`config.mk`:
```
export PLATFORM = sky130hd
export DESIGN_NAME = slm_bank_access_ctrl_flat
export DESIGN_NICKNAME = d
export VERILOG_FILES = /design/src/rtl/slm_bank_access_ctrl_if.sv /design/src/rtl/slm_bank_access_ctrl.sv /design/src/flat_wrapper.sv
export SDC_FILE = /design/constraint.sdc
export NUM_CORES = 1
export LEC_CHECK = 0
export ABC_CLOCK_PERIOD_IN_PS = 4600
export CAP_MARGIN = 10
export CORE_AREA = 2 2 184 186
export CTS_CLUSTER_SIZE = 8
export DETAILED_ROUTE_END_ITERATION = 10
export DIE_AREA = 0 0 186 188
export PLACE_DENSITY = 0.56
export SYNTH_ARGS = -nofsm -noshare
export SYNTH_HDL_FRONTEND = slang
export SYNTH_SLANG_ARGS = --single-unit
```
`constraint.sdc`:
```
create_clock -name CLK -period 4.6 [get_ports CLK]
set_input_delay 0.92 -clock CLK [delete_from_list [all_inputs] [get_ports CLK]]
set_output_delay 0.92 -clock CLK [all_outputs]
set_load 0.005 [all_outputs]
```
`src/rtl/slm_bank_access_ctrl_if.sv`:
```
// ----------------------------------------------------------------------------
// slm_bank_access_ctrl_if
//   Bundles the request/response handshakes and the two-port memory bank
//   signals of slm_bank_access_ctrl.
//
//   Request side : wr_valid/wr_ready/wr_addr/wr_data/wr_mask,
//                  rd_valid/rd_ready/rd_addr
//   Response side: rsp_valid/rsp_ready/rsp_data
//   Memory side  : CE0/A0/D0/WE0/WEM0 (write port), CE1/A1/Q1 (read port,
//                  Q1 valid one cycle after CE1)
//
//   Modports:
//     slave  - the controller's view (drives ready/response/memory controls)
//     master - the environment's view (requesters, consumer and memory)
// ----------------------------------------------------------------------------
interface slm_bank_access_ctrl_if #(
    parameter int ADDR_W = 19,
    parameter int DATA_W = 64
);
    logic              wr_valid;
    logic              wr_ready;
    logic [ADDR_W-1:0] wr_addr;
    logic [DATA_W-1:0] wr_data;
    logic [DATA_W-1:0] wr_mask;

    logic              rd_valid;
    logic              rd_ready;
    logic [ADDR_W-1:0] rd_addr;

    logic              rsp_valid;
    logic              rsp_ready;
    logic [DATA_W-1:0] rsp_data;

    logic              CE0;
    logic [ADDR_W-1:0] A0;
    logic [DATA_W-1:0] D0;
    logic              WE0;
    logic [DATA_W-1:0] WEM0;
    logic              CE1;
    logic [ADDR_W-1:0] A1;
    logic [DATA_W-1:0] Q1;

    modport slave (
        input  wr_valid, wr_addr, wr_data, wr_mask,
        input  rd_valid, rd_addr,
        input  rsp_ready,
        input  Q1,
        output wr_ready, rd_ready,
        output rsp_valid, rsp_data,
        output CE0, A0, D0, WE0, WEM0, CE1, A1
    );

    modport master (
        output wr_valid, wr_addr, wr_data, wr_mask,
        output rd_valid, rd_addr,
        output rsp_ready,
        output Q1,
        input  wr_ready, rd_ready,
        input  rsp_valid, rsp_data,
        input  CE0, A0, D0, WE0, WEM0, CE1, A1
    );
endinterface

```
`src/rtl/slm_bank_access_ctrl.sv`:
```
// ----------------------------------------------------------------------------
// slm_bank_access_ctrl
//   Access controller in front of a single memory bank with one write port
//   (port 0) and one read port (port 1, one cycle read latency).
//
//   - Writes are never stalled and go straight to port 0 in the accept cycle.
//   - Reads go to port 1 in the accept cycle; the returned Q1 is captured
//     into a 2-entry response FIFO one cycle later, so responses appear two
//     cycles after accept, strictly in request order.
//   - A read is held off when a write to the same address is presented in
//     the same cycle, or when the FIFO could not absorb another response.
//
//   Ports:
//     CLK          clock, all state on rising edge
//     RST          asynchronous active-high reset
//     bus          slm_bank_access_ctrl_if.slave (handshakes + memory ports)
//     conflict_cnt (only with SLM_BANK_ACCESS_CTRL_STATS_EN) saturating
//                  count of cycles where a read was held off by an address
//                  conflict with a write
//
//   Configuration macro: SLM_BANK_ACCESS_CTRL_STATS_EN
// ----------------------------------------------------------------------------
module slm_bank_access_ctrl #(
    parameter int ADDR_W = 19,
    parameter int DATA_W = 64
) (
    input  logic                        CLK,
    input  logic                        RST,
`ifdef SLM_BANK_ACCESS_CTRL_STATS_EN
    output logic [15:0]                 conflict_cnt,
`endif
    slm_bank_access_ctrl_if.slave       bus
);

    // ------------------------------------------------------------------
    // Response FIFO state
    // ------------------------------------------------------------------
    logic [DATA_W-1:0] r_mem [2];
    logic              r_wr_ptr;
    logic              r_rd_ptr;
    logic [1:0]        r_count;
    logic              r_inflight;   // a read was issued last cycle, Q1 is live now

    logic              w_wr_acc;
    logic              w_rd_acc;
    logic              w_conflict;
    logic              w_credit;
    logic              w_rsp_valid;
    logic              w_pop;
    logic              w_push;
    logic [2:0]        w_occ;

    // ------------------------------------------------------------------
    // Accept logic
    // ------------------------------------------------------------------
    // Ready is gated by RST directly (not by a registered enable) so that
    // the very first cycle after release can already accept.
    assign w_wr_acc   = bus.wr_valid & ~RST;

    assign w_conflict = bus.wr_valid & bus.rd_valid & (bus.wr_addr == bus.rd_addr);

    assign w_rsp_valid = (r_count != 2'd0);
    assign w_pop       = w_rsp_valid & bus.rsp_ready;
    assign w_push      = r_inflight;

    // Entries already held plus the one on its way, less the one leaving
    // this cycle; a pop this cycle frees room for a read issued this cycle,
    // which is what allows one read per cycle with rsp_ready held high.
    assign w_occ    = 3'(r_count) + 3'(r_inflight) - 3'(w_pop);
    assign w_credit = (w_occ < 3'd2);

    assign w_rd_acc = bus.rd_valid & ~RST & w_credit & ~w_conflict;

    assign bus.wr_ready  = ~RST;
    assign bus.rd_ready  = ~RST & w_credit & ~w_conflict;
    assign bus.rsp_valid = w_rsp_valid;
    assign bus.rsp_data  = r_mem[r_rd_ptr];

    // ------------------------------------------------------------------
    // Memory port drive: all controls and buses idle at zero unless a
    // request is accepted this cycle.
    // ------------------------------------------------------------------
    always_comb begin
        // NOTE: every output of this block gets a default first, so no path
        // leaves a signal unassigned and no latch is inferred.
        bus.CE0  = 1'b0;
        bus.WE0  = 1'b0;
        bus.A0   = '0;
        bus.D0   = '0;
        bus.WEM0 = '0;
        bus.CE1  = 1'b0;
        bus.A1   = '0;
        if (w_wr_acc) begin
            bus.CE0  = 1'b1;
            bus.WE0  = 1'b1;
            bus.A0   = bus.wr_addr;
            bus.D0   = bus.wr_data;
            bus.WEM0 = bus.wr_mask;
        end
        if (w_rd_acc) begin
            bus.CE1 = 1'b1;
            bus.A1  = bus.rd_addr;
        end
    end

    // ------------------------------------------------------------------
    // FIFO control. Clearing r_inflight on reset discards a read that was
    // issued just before reset, so its Q1 is never captured.
    // ------------------------------------------------------------------
    always_ff @(posedge CLK or posedge RST) begin
        // NOTE: state registers use non-blocking assignments so every flop
        // samples the pre-edge values regardless of statement order.
        if (RST) begin
            r_wr_ptr   <= 1'b0;
            r_rd_ptr   <= 1'b0;
            r_count    <= 2'd0;
            r_inflight <= 1'b0;
        end else begin
            r_inflight <= w_rd_acc;
            if (w_push) begin
                r_wr_ptr <= ~r_wr_ptr;
            end
            if (w_pop) begin
                r_rd_ptr <= ~r_rd_ptr;
            end
            r_count <= r_count + 2'(w_push) - 2'(w_pop);
        end
    end

    // NOTE: the FIFO data storage has no reset; its contents are only
    // observable once r_count marks them valid. A push always targets the
    // slot not currently at the head while an entry is waiting, so the
    // presented rsp_data never changes under a stalled consumer.
    always_ff @(posedge CLK) begin
        if (w_push) begin
            r_mem[r_wr_ptr] <= bus.Q1;
        end
    end

`ifdef SLM_BANK_ACCESS_CTRL_STATS_EN
    // ------------------------------------------------------------------
    // Conflict statistics
    // ------------------------------------------------------------------
    logic [15:0] r_conflict_cnt;

    always_ff @(posedge CLK or posedge RST) begin
        if (RST) begin
            r_conflict_cnt <= 16'd0;
        end else if (w_conflict && (r_conflict_cnt != 16'hFFFF)) begin
            r_conflict_cnt <= r_conflict_cnt + 16'd1;
        end
    end

    assign conflict_cnt = r_conflict_cnt;
`endif

endmodule

```
`src/flat_wrapper.sv`:
```
// flat-port wrapper written by rule: the top's interface ports become plain ports
module slm_bank_access_ctrl_flat 
#(
    parameter int ADDR_W = 19,
    parameter int DATA_W = 64
)
  (CLK, RST, bus_wr_valid, bus_wr_addr, bus_wr_data, bus_wr_mask, bus_rd_valid, bus_rd_addr, bus_rsp_ready, bus_Q1, bus_wr_ready, bus_rd_ready, bus_rsp_valid, bus_rsp_data, bus_CE0, bus_A0, bus_D0, bus_WE0, bus_WEM0, bus_CE1, bus_A1);
  slm_bank_access_ctrl_if #(.ADDR_W(ADDR_W), .DATA_W(DATA_W)) bus_i ();
  input  logic CLK;
  input  logic RST;
  input wire logic [$bits(bus_i.wr_valid)-1:0] bus_wr_valid;
  input wire logic [$bits(bus_i.wr_addr)-1:0] bus_wr_addr;
  input wire logic [$bits(bus_i.wr_data)-1:0] bus_wr_data;
  input wire logic [$bits(bus_i.wr_mask)-1:0] bus_wr_mask;
  input wire logic [$bits(bus_i.rd_valid)-1:0] bus_rd_valid;
  input wire logic [$bits(bus_i.rd_addr)-1:0] bus_rd_addr;
  input wire logic [$bits(bus_i.rsp_ready)-1:0] bus_rsp_ready;
  input wire logic [$bits(bus_i.Q1)-1:0] bus_Q1;
  output wire logic [$bits(bus_i.wr_ready)-1:0] bus_wr_ready;
  output wire logic [$bits(bus_i.rd_ready)-1:0] bus_rd_ready;
  output wire logic [$bits(bus_i.rsp_valid)-1:0] bus_rsp_valid;
  output wire logic [$bits(bus_i.rsp_data)-1:0] bus_rsp_data;
  output wire logic [$bits(bus_i.CE0)-1:0] bus_CE0;
  output wire logic [$bits(bus_i.A0)-1:0] bus_A0;
  output wire logic [$bits(bus_i.D0)-1:0] bus_D0;
  output wire logic [$bits(bus_i.WE0)-1:0] bus_WE0;
  output wire logic [$bits(bus_i.WEM0)-1:0] bus_WEM0;
  output wire logic [$bits(bus_i.CE1)-1:0] bus_CE1;
  output wire logic [$bits(bus_i.A1)-1:0] bus_A1;
  assign bus_i.wr_valid = bus_wr_valid;
  assign bus_i.wr_addr = bus_wr_addr;
  assign bus_i.wr_data = bus_wr_data;
  assign bus_i.wr_mask = bus_wr_mask;
  assign bus_i.rd_valid = bus_rd_valid;
  assign bus_i.rd_addr = bus_rd_addr;
  assign bus_i.rsp_ready = bus_rsp_ready;
  assign bus_i.Q1 = bus_Q1;
  assign bus_wr_ready = bus_i.wr_ready;
  assign bus_rd_ready = bus_i.rd_ready;
  assign bus_rsp_valid = bus_i.rsp_valid;
  assign bus_rsp_data = bus_i.rsp_data;
  assign bus_CE0 = bus_i.CE0;
  assign bus_A0 = bus_i.A0;
  assign bus_D0 = bus_i.D0;
  assign bus_WE0 = bus_i.WE0;
  assign bus_WEM0 = bus_i.WEM0;
  assign bus_CE1 = bus_i.CE1;
  assign bus_A1 = bus_i.A1;
  slm_bank_access_ctrl #(.ADDR_W(ADDR_W), .DATA_W(DATA_W)) u_core (.CLK(CLK), .RST(RST), .bus(bus_i));
endmodule
```
Word level (Yosys, flattened, before mapping)
Memory sizes are Yosys's and may differ from the RTL's.
Index checks and enable logic that the tools add are counted.
W data, S select, Z words.
{ "totals": {"regBits": 5, "latch_bits": 0, "ram_bits": 128, "mem_bits_ro": 0, "in_bits": 235, "output_inout_bits": 236, "word_cells": 33, "memories": 1} }
{ "mem_list": {"columns": ["name", "words", "word_bits", "rd", "rd_clocked_by_memory_dff", "wr", "line_no", "source"], "rows": [
  ["u_core.r_mem", 2, 64, 1, 0, 1, "slm_bank_access_ctrl.sv:38", "logic [DATA_W-1:0] r_mem [2];"]
]} }
{ "op_classes": {"addsub": 4, "multipliers": 0, "n_div": 0, "magnitude_cmp": 1, "eq_ne": 1, "shift": 0, "muxes": 8, "n_bitwise": 13, "reduce_logical": 1} }
{ "ops": {"columns": ["op", "n"], "rows": [
  ["$mux W64", 2],
  ["$mux W19", 2],
  ["$eq A19 B19 Y1", 1],
  ["$and A1 B1 Y1", 9],
  ["$mux W1", 4],
  ["$not A1 Y1", 4],
  ["$add A2 B1 Y3", 1],
  ["$lt A3 B2 Y1 const B", 1],
  ["$sub A3 B1 Y3", 1],
  ["$add A2 B1 Y2", 1],
  ["$reduce_bool A2 Y1", 1],
  ["$sub A2 B1 Y2", 1]
]} }

Logic depth before layout (Yosys ltp)
{ "logic_depth": {"word_depth": 7, "mapped_depth": 12, "mapped_depth_nobuf": 11} }

Worst setup path before layout
Ideal clock, no wire load.
{ "synth_path": {"path_type": "input -> output", "from": "input port bus_rsp_ready", "to": "output port bus_CE1", "t_arrival_ns": 2.869, "t_required_ns": 3.680, "slack_ns": 0.811, "stages": 9, "path_buffers": 1, "cell_sequence": "and2_1 -> ha_1 -> inv_1 -> ha_1 -> fa_1 -> xnor2_1 -> nor2_1 -> clkbuf_1 -> nor4bb_1"} }
{ "synth_via": {"elab_chain_len": 6} }
{ "synth_rtl": {"columns": ["item", "line_no", "source"], "rows": [
  ["start, declared", "flat_wrapper.sv:17", "input wire logic [$bits(bus_i.rsp_ready)-1:0] bus_rsp_ready;"],
  ["$and A1 B1 Y1", "slm_bank_access_ctrl.sv:63", "assign w_pop = w_rsp_valid & bus.rsp_ready;"],
  ["$sub A3 B1 Y3", "slm_bank_access_ctrl.sv:69", "assign w_occ = 3'(r_count) + 3'(r_inflight) - 3'(w_pop);"],
  ["$lt A3 B2 Y1", "slm_bank_access_ctrl.sv:70", "assign w_credit = (w_occ < 3'd2);"],
  ["$and A1 B1 Y1 (2 in a row)", "slm_bank_access_ctrl.sv:72", "assign w_rd_acc = bus.rd_valid & ~RST & w_credit & ~w_conflict;"],
  ["$mux W1", "slm_bank_access_ctrl.sv:100", "if (w_rd_acc) begin"],
  ["end, declared", "flat_wrapper.sv:28", "output wire logic [$bits(bus_i.CE1)-1:0] bus_CE1;"]
]} }
Every way passes these cells.

Worst setup path in the final report
{ "layout_path": {"from": "input port bus_rsp_ready", "to": "output port bus_A1[11]"} }
{ "layout_via": {"elab_chain_len": 6} }
{ "layout_rtl": {"columns": ["item", "line_no", "source"], "rows": [
  ["$and A1 B1 Y1", "slm_bank_access_ctrl.sv:63", null],
  ["net u_core.w_pop", "slm_bank_access_ctrl.sv:49", "logic w_pop;"],
  ["$sub A3 B1 Y3", "slm_bank_access_ctrl.sv:69", null],
  ["$lt A3 B2 Y1", "slm_bank_access_ctrl.sv:70", null],
  ["$and A1 B1 Y1 (2 in a row)", "slm_bank_access_ctrl.sv:72", null],
  ["$mux W19", "slm_bank_access_ctrl.sv:100", null],
  ["end, declared", "flat_wrapper.sv:29", "output wire logic [$bits(bus_i.A1)-1:0] bus_A1;"]
]} }
The timed path passes the listed nets, and every way through them passes these cells.

==> impl_metrics.env <==
export IMPL_htree_num_levels=4
export IMPL_yosys_warnings=0
export IMPL_syn_inst=459
export IMPL_ys_seq_area_share_pct=62.9
export IMPL_multi_input_area_sq_um=2220
export IMPL_cp_depth=13
export IMPL_status="finished with violations"
export IMPL_antenna_found_initial=5
export IMPL_final_common_cell="clkdlybuf4s50_1"
export IMPL_cts_buffers=17
export IMPL_die_area_sq_um=35000
export IMPL_fin_nets=1174
export IMPL_numClockSinks=133
export IMPL_root_buffer="clkbuf_16"
export IMPL_grt_pass1_vias=6031
export IMPL_slowest_delay_ps=510
export IMPL_num_rows=67
export IMPL_wl_per_cell_um=22.2
export IMPL_clk_latency_ps=410
export IMPL_cts_tree="built"
export IMPL_tightest_slew_ps=1070
export IMPL_skew_ps=8.96
export IMPL_end_kind="output pin"
export IMPL_grt_start_max_net_pins=120
export IMPL_viasPerCell=3.96
export IMPL_power_leakage_uw=0.00460
export IMPL_start_util_pct=19.0
export IMPL_worst_endpoint_arrival_ps=3700
export IMPL_ant_nets=0
export IMPL_holdWs_ps=541
export IMPL_cp_num_buf_inv=5
export IMPL_first_pass_iters=4
export IMPL_portBuffers=470
export IMPL_hold_viol=0
export IMPL_violations="negative setup slack"
export IMPL_setup_viol=1
export IMPL_vias=5548
export IMPL_worstHoldPathCells=1
export IMPL_synth_area_top_cells="edfxtp_1, and2_1, mux2_2"
export IMPL_period_minus_slack_ps=4620
export IMPL_ios=471
export IMPL_syn_nets=697
export IMPL_reg2regPathDepth=11
export IMPL_power_density_nw_per_um2=398
export IMPL_synth_area_sq_um=6310
export IMPL_path_delay_family="buffers and inverters"
export IMPL_crit_required_ps=3680
export IMPL_setup_ws_ps=-22.1
export IMPL_ir_drop_mv=0.228
export IMPL_clk_pin_slew_ps=60
export IMPL_drv_cap=0
export IMPL_ys_seq_elements=133
export IMPL_synth_top_area_share_pct=61.0
export IMPL_yosys_area_top_type="edfxtp_1"
export IMPL_dp_hpwl_um=24000
export IMPL_path_max_fanout=5
export IMPL_path_class="in -> out"
export IMPL_drcViolationCount=0
export IMPL_grt_total_usage_pct=17.3
export IMPL_drive_gt1_share_pct=13.2
export IMPL_rsz0062_at_grt="true"
export IMPL_hold_class="reg -> reg"
export IMPL_fill_cells=3255
export IMPL_clk_path_buf_depth=2
export IMPL_grt_overflow=0
export IMPL_maxSlewHeadroom_pct=28.3
export IMPL_drv_slew=0
export IMPL_synthToLayoutAreaGrowth_pct=96.0
export IMPL_drtIter0Drc=218
export IMPL_wirelength_um=31100
export IMPL_grt_pass1_wl_um=43300
export IMPL_place_congestion=0.852
export IMPL_preCtsSetupSlack_ps=2.16
export IMPL_cpMaxStageDelayCell="clkdlybuf4s50_1"
export IMPL_seq_area_sq_um=3970
export IMPL_synth_area_per_cell_sq_um=13.7
export IMPL_dieWidth_um=186
export IMPL_finalCritPeriodShare_pct=100
export IMPL_max_freq_mhz=216
export IMPL_die_h_um=188
export IMPL_ys_types=21
export IMPL_path_cells="clkdlybuf4s50_1 > and2_1 > ha_1 > inv_1 > ha_1 > fa_2 > xnor2_2 > nor2_4 > buf_12 > buf_12 > nand4_1 > nor2_1 > clkdlybuf4s50_1"
export IMPL_final_cell_mix="clkdlybuf4s50_1, and2_1, edfxtp_1, mux2_2, nand4_1"
export IMPL_core_sq_um=33100
export IMPL_crit_path_start_kind="input pin"
[synthesized netlist by cell type (all sizes together)]
library cell and number:
and2 149, buf 3, clkbuf 29, dfrtp 5, edfxtp 128, fa 1, ha 2, inv 5
mux2 64, nand2 1, nand3 1, nand4 23, nor2 20, nor2b 2, nor4 2, nor4bb 1
or4 1, xnor2 18, xor2 4
[final timing paths]
check	startpoint	endpoint	slack [ps]
max in group asynchronous	RST	u_core.r_rd_ptr$_DFFE_PP0P_	3030
max	bus_rsp_ready	bus_A1[11]	-20
min reg2reg	u_core.r_wr_ptr$_DFFE_PP0P_	u_core.r_wr_ptr$_DFFE_PP0P_	540
min in group asynchronous	RST	u_core.r_rd_ptr$_DFFE_PP0P_	1270
max reg2reg	u_core.r_count[1]$_DFF_PP0_	u_core.r_inflight$_DFF_PP0_	2090
min	u_core.r_wr_ptr$_DFFE_PP0P_	u_core.r_wr_ptr$_DFFE_PP0P_	540
[sequential cells by signal, summed over array words and instances (netlist names)]
name               cells
u_core.r_mem         128
u_core.r_count         2
u_core.r_inflight      1
u_core.r_rd_ptr        1
u_core.r_wr_ptr        1
[per-layer routing]
metal / vias up / global-route usage, % / wire [um]
li1: 2564 / - / -
met1: 2686 / 19.2 / 11400
met2: 278 / 29.4 / 15300
met3: 20 / 8.58 / 3960
met4: 0 / 4.03 / 431
met5: - / 0 / 0
[what timing repair did]
item | CTS | global route
gates resized for setup | 4 | 19
endpoints found under the setup margin | 6 | 18
pin swaps | 0 | 13
gates cloned | 0 | 2
hold buffers | 0 | 0
setup buffers | 0 | 2
[report_power, final]
group	switching (uW)	total, uW	leakage (uW)	internal [uW]
sequential	65.4	1570	0.00122	1510
combinational	772	1950	0.00309	1180
clock	535	1390	0.000292	858
total	1370	4920	0.00460	3540
[area by class of cell]
cell class | count | share of cell area (%)
repair buffers | 490 | 40.3
flip-flops and latches | 133 | 32.1
multi-input cells | 289 | 18.0
well taps | 448 | 4.54
clock buffers | 17 | 3.44
clock inverters | 14 | 1.45
inverters | 5 | 0.152
diodes | 4 | 0.0810
[kinds of logic after synthesis]
kind of cell	synth area share [%]
xor gates and xnor gates	3.06
adders and majority gates	0.714
buffers and inverters	2.50
DFF	62.9
muxes	11.4
and+or+nand+nor	19.4
[per-stage QoR]
step                util, %  cells  power [uW]  instance area [sq um]  TNS [ps]
floorplan                 -    459        2240                   6310         0
global placement       35.1   1361        3330                  11600         0
detailed placement     35.1   1361        3340                  11600         0
CTS                    36.9   1392        4760                  12200     -17.8
global route           37.3   1400        5160                  12400      -448
finish                 37.3   1400        4920                  12400     -22.1
Note: power is estimated with default switching activity, not from simulation.
